## src/rtl/ngv_lcd_pkg.sv

```systemverilog
// Shared types and helpers for the 8080-style LCD bus arbiter.
// Sequencer states, owner encoding and the round-robin tie-break rule.
package ngv_lcd_pkg;

    typedef enum logic [2:0] {
        ST_IDLE,
        ST_CS_ON,
        ST_SETUP,
        ST_PULSE,
        ST_HOLD,
        ST_WAIT,
        ST_CS_OFF
    } lcd_state_e;

    localparam logic OWN_A = 1'b0;
    localparam logic OWN_B = 1'b1;

    localparam int PHASE_W = 8;
    localparam int TMO_W   = 16;

    // A tie goes to whoever did not own the previous burst.
    function automatic logic rr_pick(input logic a_req, input logic b_req,
                                     input logic last_owner);
        if (a_req && b_req) begin
            return ~last_owner;
        end
        return b_req ? OWN_B : OWN_A;
    endfunction

endpackage

```

## src/rtl/lcd_bus_arb_if.sv

```systemverilog
// Requester beat handshake plus LCD pin bundle for lcd_bus_arb.
// Latency/backpressure: none here; req is held until the one-cycle ack.
interface lcd_bus_arb_if #(
    parameter int DW = 24
);
    logic          a_req;
    logic          a_rs;
    logic [DW-1:0] a_data;
    logic          a_last;
    logic          a_ack;

    logic          b_req;
    logic          b_rs;
    logic [DW-1:0] b_data;
    logic          b_last;
    logic          b_ack;

    logic          lcd_cs;
    logic          lcd_rs;
    logic          lcd_wr;
    logic          lcd_rd;
    logic [DW-1:0] lcd_data;

    logic          busy;
    logic          owner;

    // Arbiter side.
    modport slave (
        input  a_req, a_rs, a_data, a_last,
        input  b_req, b_rs, b_data, b_last,
        output a_ack, b_ack,
        output lcd_cs, lcd_rs, lcd_wr, lcd_rd, lcd_data,
        output busy, owner
    );

    // Requester / pin observer side.
    modport master (
        output a_req, a_rs, a_data, a_last,
        output b_req, b_rs, b_data, b_last,
        input  a_ack, b_ack,
        input  lcd_cs, lcd_rs, lcd_wr, lcd_rd, lcd_data,
        input  busy, owner
    );

endinterface

```

## src/rtl/lcd_beat_timer.sv

```systemverilog
// Load/count-down phase counter shared by the SETUP, PULSE and HOLD phases.
// Latency: done is high once the loaded value has counted to zero; no backpressure.
module lcd_beat_timer
    import ngv_lcd_pkg::*;
(
    input  logic               clk,
    input  logic               rst,
    input  logic               load,
    input  logic [PHASE_W-1:0] load_val,
    output logic               done
);

    logic [PHASE_W-1:0] cnt;

    always_ff @(posedge clk or negedge rst) begin
        if (!rst) begin
            cnt <= '0;
        end else if (load) begin
            cnt <= load_val;
        end else if (cnt != '0) begin
            cnt <= cnt - 1'b1;
        end
    end

    assign done = (cnt == '0);

endmodule

```

## src/rtl/lcd_bus_arb.sv

```systemverilog
// Two-requester write sequencer/arbiter for the 8080 LCD bus, atomic bursts, round-robin.
// Latency: req in IDLE -> ack/data 2 cycles later; requesters hold req until ack.
module lcd_bus_arb
    import ngv_lcd_pkg::*;
#(
    parameter int DW      = 24,
    parameter int SETUP   = 2,
    parameter int PULSE   = 3,
    parameter int HOLD    = 2,
    parameter int TIMEOUT = 255
) (
    input  logic          clk,
    input  logic          rst,
    lcd_bus_arb_if.slave  bus
);

    // The timer expires on its zero count, so each phase loads length-1.
    localparam logic [PHASE_W-1:0] SETUP_LD = PHASE_W'(SETUP - 1);
    localparam logic [PHASE_W-1:0] PULSE_LD = PHASE_W'(PULSE - 1);
    localparam logic [PHASE_W-1:0] HOLD_LD  = PHASE_W'(HOLD - 1);
    localparam logic [TMO_W-1:0]   TMO_LIM  = TMO_W'(TIMEOUT);

    lcd_state_e         state_q, state_nxt;
    logic               owner_q, owner_nxt;
    logic               last_owner_q, last_owner_nxt;
    logic [TMO_W-1:0]   tmo_q, tmo_nxt;
    logic               accept;
    logic               lat_last_q;

    logic               tmr_load;
    logic [PHASE_W-1:0] tmr_val;
    logic               tmr_done;

    logic               cs_q, wr_q, rs_q, busy_q;
    logic [DW-1:0]      data_q;
    logic               a_ack_q, b_ack_q;

    logic               cur_req, cur_rs, cur_last;
    logic [DW-1:0]      cur_data;

    assign cur_req  = (owner_q == OWN_B) ? bus.b_req  : bus.a_req;
    assign cur_rs   = (owner_q == OWN_B) ? bus.b_rs   : bus.a_rs;
    assign cur_last = (owner_q == OWN_B) ? bus.b_last : bus.a_last;
    assign cur_data = (owner_q == OWN_B) ? bus.b_data : bus.a_data;

    always_comb begin
        state_nxt      = state_q;
        owner_nxt      = owner_q;
        last_owner_nxt = last_owner_q;
        tmo_nxt        = tmo_q;
        accept         = 1'b0;

        case (state_q)
            ST_IDLE: begin
                if (bus.a_req || bus.b_req) begin
                    owner_nxt = rr_pick(bus.a_req, bus.b_req, last_owner_q);
                    state_nxt = ST_CS_ON;
                end
            end
            ST_CS_ON: begin
                accept    = 1'b1;
                state_nxt = ST_SETUP;
            end
            ST_SETUP: begin
                if (tmr_done) state_nxt = ST_PULSE;
            end
            ST_PULSE: begin
                if (tmr_done) state_nxt = ST_HOLD;
            end
            ST_HOLD: begin
                if (tmr_done) begin
                    if (lat_last_q) begin
                        state_nxt = ST_CS_OFF;
                    end else if (cur_req) begin
                        accept    = 1'b1;
                        state_nxt = ST_SETUP;
                    end else begin
                        tmo_nxt   = '0;
                        state_nxt = ST_WAIT;
                    end
                end
            end
            ST_WAIT: begin
                // Only the owner can resume; the other side waits for IDLE.
                if (cur_req) begin
                    accept    = 1'b1;
                    state_nxt = ST_SETUP;
                end else if (tmo_q == TMO_LIM) begin
                    state_nxt = ST_CS_OFF;
                end else begin
                    tmo_nxt = tmo_q + 1'b1;
                end
            end
            ST_CS_OFF: begin
                last_owner_nxt = owner_q;
                state_nxt      = ST_IDLE;
            end
            default: begin
                state_nxt = ST_IDLE;
            end
        endcase
    end

    // Every state change reloads the phase counter with the new phase length.
    always_comb begin
        tmr_val = '0;
        case (state_nxt)
            ST_SETUP: tmr_val = SETUP_LD;
            ST_PULSE: tmr_val = PULSE_LD;
            ST_HOLD:  tmr_val = HOLD_LD;
            default:  tmr_val = '0;
        endcase
    end

    assign tmr_load = (state_nxt != state_q);

    lcd_beat_timer u_timer (
        .clk      (clk),
        .rst      (rst),
        .load     (tmr_load),
        .load_val (tmr_val),
        .done     (tmr_done)
    );

    // Pin values are registered from the next state so they line up with it.
    always_ff @(posedge clk or negedge rst) begin
        if (!rst) begin
            state_q      <= ST_IDLE;
            owner_q      <= OWN_A;
            last_owner_q <= OWN_B;
            tmo_q        <= '0;
            lat_last_q   <= 1'b0;
            cs_q         <= 1'b1;
            wr_q         <= 1'b1;
            rs_q         <= 1'b0;
            data_q       <= '0;
            busy_q       <= 1'b0;
            a_ack_q      <= 1'b0;
            b_ack_q      <= 1'b0;
        end else begin
            state_q      <= state_nxt;
            owner_q      <= owner_nxt;
            last_owner_q <= last_owner_nxt;
            tmo_q        <= tmo_nxt;
            cs_q         <= !(state_nxt inside {ST_CS_ON, ST_SETUP, ST_PULSE,
                                                ST_HOLD, ST_WAIT});
            wr_q         <= (state_nxt != ST_PULSE);
            busy_q       <= (state_nxt != ST_IDLE);
            a_ack_q      <= accept && (owner_q == OWN_A);
            b_ack_q      <= accept && (owner_q == OWN_B);
            if (accept) begin
                rs_q       <= cur_rs;
                data_q     <= cur_data;
                lat_last_q <= cur_last;
            end
        end
    end

    assign bus.lcd_cs   = cs_q;
    assign bus.lcd_wr   = wr_q;
    assign bus.lcd_rd   = 1'b1;
    assign bus.lcd_rs   = rs_q;
    assign bus.lcd_data = data_q;
    assign bus.a_ack    = a_ack_q;
    assign bus.b_ack    = b_ack_q;
    assign bus.busy     = busy_q;
    assign bus.owner    = owner_q;

endmodule

```

## src/flat_wrapper.sv

```systemverilog
// flat-port wrapper written by rule: the top's interface ports become plain ports
module lcd_bus_arb_flat import ngv_lcd_pkg::*;
#(
    parameter int DW      = 24,
    parameter int SETUP   = 2,
    parameter int PULSE   = 3,
    parameter int HOLD    = 2,
    parameter int TIMEOUT = 255
)
  (clk, rst, bus_a_req, bus_a_rs, bus_a_data, bus_a_last, bus_b_req, bus_b_rs, bus_b_data, bus_b_last, bus_a_ack, bus_b_ack, bus_lcd_cs, bus_lcd_rs, bus_lcd_wr, bus_lcd_rd, bus_lcd_data, bus_busy, bus_owner);
  lcd_bus_arb_if #(.DW(DW)) bus_i ();
  input  logic clk;
  input  logic rst;
  input wire logic [$bits(bus_i.a_req)-1:0] bus_a_req;
  input wire logic [$bits(bus_i.a_rs)-1:0] bus_a_rs;
  input wire logic [$bits(bus_i.a_data)-1:0] bus_a_data;
  input wire logic [$bits(bus_i.a_last)-1:0] bus_a_last;
  input wire logic [$bits(bus_i.b_req)-1:0] bus_b_req;
  input wire logic [$bits(bus_i.b_rs)-1:0] bus_b_rs;
  input wire logic [$bits(bus_i.b_data)-1:0] bus_b_data;
  input wire logic [$bits(bus_i.b_last)-1:0] bus_b_last;
  output wire logic [$bits(bus_i.a_ack)-1:0] bus_a_ack;
  output wire logic [$bits(bus_i.b_ack)-1:0] bus_b_ack;
  output wire logic [$bits(bus_i.lcd_cs)-1:0] bus_lcd_cs;
  output wire logic [$bits(bus_i.lcd_rs)-1:0] bus_lcd_rs;
  output wire logic [$bits(bus_i.lcd_wr)-1:0] bus_lcd_wr;
  output wire logic [$bits(bus_i.lcd_rd)-1:0] bus_lcd_rd;
  output wire logic [$bits(bus_i.lcd_data)-1:0] bus_lcd_data;
  output wire logic [$bits(bus_i.busy)-1:0] bus_busy;
  output wire logic [$bits(bus_i.owner)-1:0] bus_owner;
  assign bus_i.a_req = bus_a_req;
  assign bus_i.a_rs = bus_a_rs;
  assign bus_i.a_data = bus_a_data;
  assign bus_i.a_last = bus_a_last;
  assign bus_i.b_req = bus_b_req;
  assign bus_i.b_rs = bus_b_rs;
  assign bus_i.b_data = bus_b_data;
  assign bus_i.b_last = bus_b_last;
  assign bus_a_ack = bus_i.a_ack;
  assign bus_b_ack = bus_i.b_ack;
  assign bus_lcd_cs = bus_i.lcd_cs;
  assign bus_lcd_rs = bus_i.lcd_rs;
  assign bus_lcd_wr = bus_i.lcd_wr;
  assign bus_lcd_rd = bus_i.lcd_rd;
  assign bus_lcd_data = bus_i.lcd_data;
  assign bus_busy = bus_i.busy;
  assign bus_owner = bus_i.owner;
  lcd_bus_arb #(.DW(DW), .SETUP(SETUP), .PULSE(PULSE), .HOLD(HOLD), .TIMEOUT(TIMEOUT)) u_core (.clk(clk), .rst(rst), .bus(bus_i));
endmodule
```

## config.mk

```make
export PLATFORM = sky130hd
export DESIGN_NAME = lcd_bus_arb_flat
export DESIGN_NICKNAME = d
export VERILOG_FILES = /design/src/rtl/ngv_lcd_pkg.sv /design/src/rtl/lcd_bus_arb_if.sv /design/src/rtl/lcd_beat_timer.sv /design/src/rtl/lcd_bus_arb.sv /design/src/flat_wrapper.sv
export SDC_FILE = /design/constraint.sdc
export NUM_CORES = 1
export LEC_CHECK = 0
export BUFFER_PORTS_ARGS = -buffer_cell sky130_fd_sc_hd__buf_4
export CORE_MARGIN = 3
export CORE_UTILIZATION = 50
export CTS_CLUSTER_DIAMETER = 80
export DETAILED_ROUTE_END_ITERATION = 7
export PLACE_DENSITY = 0.74
export SETUP_SLACK_MARGIN = 0.1
export SYNTH_ARGS = -nofsm -noshare
export SYNTH_HDL_FRONTEND = slang
export SYNTH_HIERARCHICAL = 1
export SYNTH_SLANG_ARGS = --single-unit
export TNS_END_PERCENT = 100
```

## constraint.sdc

```tcl
create_clock -name clk -period 3.5 [get_ports clk]
set_input_delay 0 -clock clk [delete_from_list [all_inputs] [get_ports clk]]
set_output_delay 0 -clock clk [all_outputs]
set_load 0.03 [all_outputs]
```

Word-level counts from Yosys, hierarchy flattened
Cells that the tools add are included.

word-level totals
  bits in registers = 60
  latch bits = 0
  bits in writable memories = 0
  bits in read-only memories = 0
  bits of input ports = 56
  output and inout port bits = 32
  logic and storage cells = 83
  memories kept = 0

operators by class
  add/sub/neg operators = 2
  multipliers = 0
  div/mod/pow operators = 0
  magnitude comparators = 0
  equality and inequality tests = 19
  shift-type cells = 0
  multiplexer cells = 32
  bitwise logic cells = 2
  reductions and logical operators = 15

operators with widths
  cell                     number
  $mux W16                 5
  $pmux W16 S2             1
  $mux W24                 1
  $mux W3                  8
  $pmux W3 S6              1
  $add A16 B1 Y16 const B  1
  $eq A16 B8 Y1 const B    1
  $mux W8                  2
  $eq A3 B3 Y1 const B     5
  $eq A3 B2 Y1 const B     4
  $mux W1                  12
  $logic_not A8 Y1         1
  $ne A2 B2 Y1 const B     4
  $reduce_bool A8 Y1       1
  $sub A8 B1 Y8 const B    1
  $eq A3 B1 Y1 const B     2
  $reduce_and A6 Y1        1
  $reduce_bool A5 Y1       1
  $pmux W2 S2              1
  $reduce_bool A2 Y1       2
  $logic_and A1 B1 Y1      3
  $logic_not A3 Y1         1
  $ne A3 B2 Y1 const B     1
  $ne A3 B3 Y1             1
  8 further kinds          9

Depth between registers and ports, before layout
  word-level depth = 9
  mapped depth = 13
  mapped depth without buffers = 12

Cells and area by module
The synthesis kept the hierarchy.

by module, submodules not included
  module          times used  cells an instance  area each (sq um)  sequential area each (sq um)
  lcd_bus_arb     1           270                2720.1             1305.0
  lcd_beat_timer  1           54                 476.7              200.2

Least setup slack after synthesis
Ideal clock, no wire load.

  path type = flip-flop to flip-flop
  from = register u_core.u_timer.cnt[0]
  to = register u_core.u_timer.cnt[1]
  setup time = 0.095 ns
  arrival = 2.798 ns
  data required time = 3.405 ns
  path slack = 0.606 ns
  stages on the path, launching flop included = 12
  path buffers = 2
  cell sequence = dfrtp_1 -> inv_1 -> ha_1 -> or3b_1 -> clkbuf_2 -> nor2_1 -> a21oi_1 -> a2bb2oi_1 -> a32oi_2 -> o21ai_0 -> dlygate4sd1_1 -> o31ai_1

RTL lines
  item                                           RTL line                                                 text
  start: declaration                             lcd_beat_timer.sv:13                                     logic [PHASE_W-1:0] cnt;
  start signal: assignment                       lcd_beat_timer.sv:19                                     cnt <= load_val;
  start signal: assignment                       lcd_beat_timer.sv:21                                     cnt <= cnt - 1'b1;
  $logic_not A8 Y1 *                             lcd_beat_timer.sv:25                                     assign done = (cnt == '0);
  net u_core.tmr_done                            lcd_bus_arb.sv:32                                        logic tmr_done;
  $mux W3, on equally long branches              lcd_bus_arb.sv:71, lcd_bus_arb.sv:65, lcd_bus_arb.sv:68
  $pmux W3 S6 *                                  lcd_bus_arb.sv:53                                        case (state_q)
  $ne A3 B3 Y1 *                                 lcd_bus_arb.sv:115                                       assign tmr_load = (state_nxt != state_q);
  net u_core.tmr_load                            lcd_bus_arb.sv:30                                        logic tmr_load;
  $mux W8 or $reduce_bool A2 Y1 (tied branches)  -

Mark *: on every way through the listed nets, which the timed path passes. The rest lies on a longest branch. The select of a mux whose other input is x is not followed.
A chain may end at the register's enable or synchronous reset.

Worst setup path after layout
  from = register u_core.u_timer.cnt[0]
  to = register u_core.u_timer.cnt[5]

Same word-level chain as after synthesis.

==> results_dict.tcl <==
set metrics [dict create \
    status "finished, final reports clean" \
    ys_types 60 \
    drt-pass1-iter-count 4 \
    cts-root-buf "clkbuf_8" \
    grt_max_degree 61 \
    yosysWarnings 6 \
    gp_congestion 0.800 \
    die_h_um 86.0 \
    ctsHtreeMaxLevel 3 \
    cts_hold_buf 51 \
    cap_violations 0 \
    synth_enable_flop_cells 0 \
    path_cells "inv_1 > ha_1 > or3b_1 > nor2_1 > buf_4 > nand2_1 > a2bb2oi_1 > a32oi_2 > buf_4 > o21ai_0 > buf_4 > a21oi_1 > a221oi_1" \
    hold_class "in -> reg" \
    r2r-start "u_core/u_timer/cnt[0]$_DFFE_PN0P_" \
    cp_common_cell "buf_4" \
    period_needed_ns 2.86 \
    cts_sinks 60 \
    synth_area_per_cell_um2 9.87 \
    wl_per_cell_um 15.6 \
    dp_hpwl_mm 5.26 \
    p_leak_nw 2.10 \
    worst-setup-path-type "reg -> reg" \
    grt_pass1_vias 3013 \
    place_inst 479 \
    numCtsBuffers 9 \
    cts_tree "done" \
    via_count 2942 \
    slew_headroom_pct 50.5 \
    die_w_um 86.0 \
    numPortBuffers 86 \
    fillers 405 \
    viasPerCell 5.39 \
    syn_to_final_growth_pct 44.3 \
    fp.coreArea_um2 6060 \
    clock_skew_ns 0.0129 \
    ctsResizeCount 0 \
    async_flop_share_pct 100 \
    critPathMaxFanout 12 \
    cpPeakStageDelay_ns 0.47 \
    ys_seq_elements 60 \
    nNetsFinal 524 \
    rsz0062_at_grt "false" \
    period_share_pct 81.8 \
    cp.required_ns 3.73 \
    p_per_area_nw_per_um2 758 \
    wl_mm 8.49 \
    synthCells 324 \
    clockBufferDepth 2 \
    route.antenna.remaining_nets 0 \
    ir_drop_uv 474 \
    gr-total-overflow 0 \
    yosysSeqAreaShare_pct 47.1 \
    antenna_found_initial 0 \
    start_util_pct 52.7 \
    worst_pin_slew_ns 0.743 \
    dieArea_um2 7390 \
    antenna_cells 0 \
    ys_dominant_reg_cell "dfrtp_1" \
    clk_pin_slew_ns 0.07 \
    drc_errors 0 \
    critPathSlowestCell "or3b_1" \
    hold_viol 0 \
    ios 88 \
    worstSetupStartpoint "u_core/u_timer/cnt[0]$_DFFE_PN0P_" \
    post_cts_buffers 0 \
    power_mw 3.50 \
    slew_viol_final 0 \
    min_from "bus_a_last" \
    fmax_ghz 0.349 \
    grt.total_usage_pct 23.7 \
    insertion_delay_ns 0.33 \
    drt_first_iter_violations 144 \
    arrival_ns 3.10 \
    grt_pass1_wl_mm 13.8 \
    worstSetupStartpointType "register" \
    setup_viol 0 \
    core.rowCount 28 \
    fin_cells 546 \
    syn-cell-area_um2 3200 \
    final.setup.tns_ns 0 \
    end_kind "register" \
    drive_gt1_share_pct 26.5 \
]
[per-stage QoR]
| stage | hold slack (ns) | setup WS (ns) | instance area (um^2) | utilization (%) |
|---|---|---|---|---|
| finish | 0.0216 | 0.637 | 4610 | 76.1 |
| global route | 0.0261 | 0.317 | 4610 | 76.1 |
| floorplan | -0.296 | 0.606 | 3220 | - |
| detailed placement | 0.123 | 0.652 | 3920 | 64.7 |
| CTS | 0.00298 | 0.657 | 4610 | 76.1 |
| global placement | 0.120 | 0.775 | 3920 | 64.7 |
[per-layer routing]
metal	wire [um]	share of wire, %	vias to the layer above	GRT usage [%]
li1	-	-	1439	-
met1	3390	40	1389	27.4
met2	4540	53	98	42.4
met3	388	4.6	16	4.71
met4	169	2.0	0	9.93
met5	0	0	-	0
[kinds of logic (layout without fill, tap and decap cells)]
family	Yosys count	count (layout)	share of synthesized area, %
simple gates	124	124	21.3
compound gates	64	64	12.6
flops	60	60	47.1
mux	33	33	10.8
buf+inv	27	169	3.99
xor+xnor	12	12	3.29
fa+ha+maj	2	2	0.783
other cells	2	7	0.235
[cell usage in the layout (no fill, tap or decap), types with 7 or more instances in the layout]
cell type | Yosys | final
dfrtp_1 | 57 | 56
nor2_1 | 47 | 47
conb_1 | 2 | 7
o21ai_0 | 9 | 9
buf_4 | 2 | 92
dlygate4sd3_1 | 0 | 51
nor3_1 | 10 | 10
xnor2_1 | 12 | 12
clkbuf_8 | 1 | 9
a21oi_1 | 33 | 33
inv_1 | 10 | 10
mux2i_1 | 30 | 30
nand2_1 | 15 | 15
nand3_1 | 12 | 12
[final timing paths]
check                                                    end  slack, ns  cells past startpoint
max                        u_core/u_timer/cnt[5]$_DFFE_PN0P_       0.64                     13
min                            u_core/lat_last_q$_DFFE_PN0P_       0.02                      3
max reg2reg                u_core/u_timer/cnt[5]$_DFFE_PN0P_       0.64                     13
min reg2reg                      u_core/tmo_q[0]$_DFFE_PN0P_       0.52                      1
max in group asynchronous       u_core/bus.owner$_DFFE_PN0P_       2.69                      2
min in group asynchronous        u_core/tmo_q[0]$_DFFE_PN0P_       0.27                      2
[cell usage after synthesis (2+ instances only)]
master     count  area [um^2]
or4_1          4         30.0
conb_1         2         7.51
mux2i_1       30          300
o31ai_1        3         22.5
buf_2          2         10.0
nor2b_1        5         31.3
nand4_1        3         18.8
nand3_1       12         60.1
nor4_1         5         31.3
nand2_1       15         56.3
or2_2          2         12.5
buf_4          2         15.0
nor4_4         2         42.5
o21ai_0        9         45.0
nor2_1        47          176
and4_1         3         26.3
nor3_1        10         50.1
dfrtp_1       57         1430
a2bb2oi_1      2         17.5
xnor2_1       12          105
a21oi_1       33          165
dfstp_2        3         78.8
clkbuf_1      10         37.5
nor3b_1        3         22.5
inv_1         10         37.5
mux2_2         2         22.5
and2_1         2         12.5
ha_1           2         25.0
[cell type report]
cell class                      count  area (um^2)  share of cell area (%)
Clock buffer                       11          131                    2.85
Clock inverter                      5         52.6                    1.14
Timing Repair Buffer              143         1200                    26.0
Tap cell                           75         93.8                    2.03
Sequential cell                    60         1510                    32.7
Multi-Input combinational cell    242         1590                    34.5
Inverter                           10         37.5                   0.814
[power breakdown]
part	total, mW	internal (mW)	switching (mW)
Sequential	1.14	0.939	0.202
Clock	0.598	0.326	0.272
Combinational	1.76	0.788	0.970
[flip-flops by register name, indices dropped and copies added (netlist names)]
signal,cells
u_core/last_owner_q,1
u_core/bus.lcd_wr,1
u_core/state_q,3
u_core/bus.busy,1
u_core/lat_last_q,1
u_core/bus.lcd_data,24
u_core/bus.owner,1
u_core/tmo_q,16
u_core/bus.lcd_rs,1
u_core/bus.b_ack,1
u_core/bus.lcd_cs,1
u_core/u_timer/cnt,8
u_core/bus.a_ack,1
[critical path: cells and delay by family, from the launching register on]
family	cells	cell delay, ns
AO/OA/AOI/OAI	5	0.78
adder cells (fa/ha/maj)	1	0.22
buffers and inverters	4	0.67
flip-flops	1	0.42
AND/OR/NAND/NOR	3	0.67
Note: power is estimated with default switching activity, not from simulation.
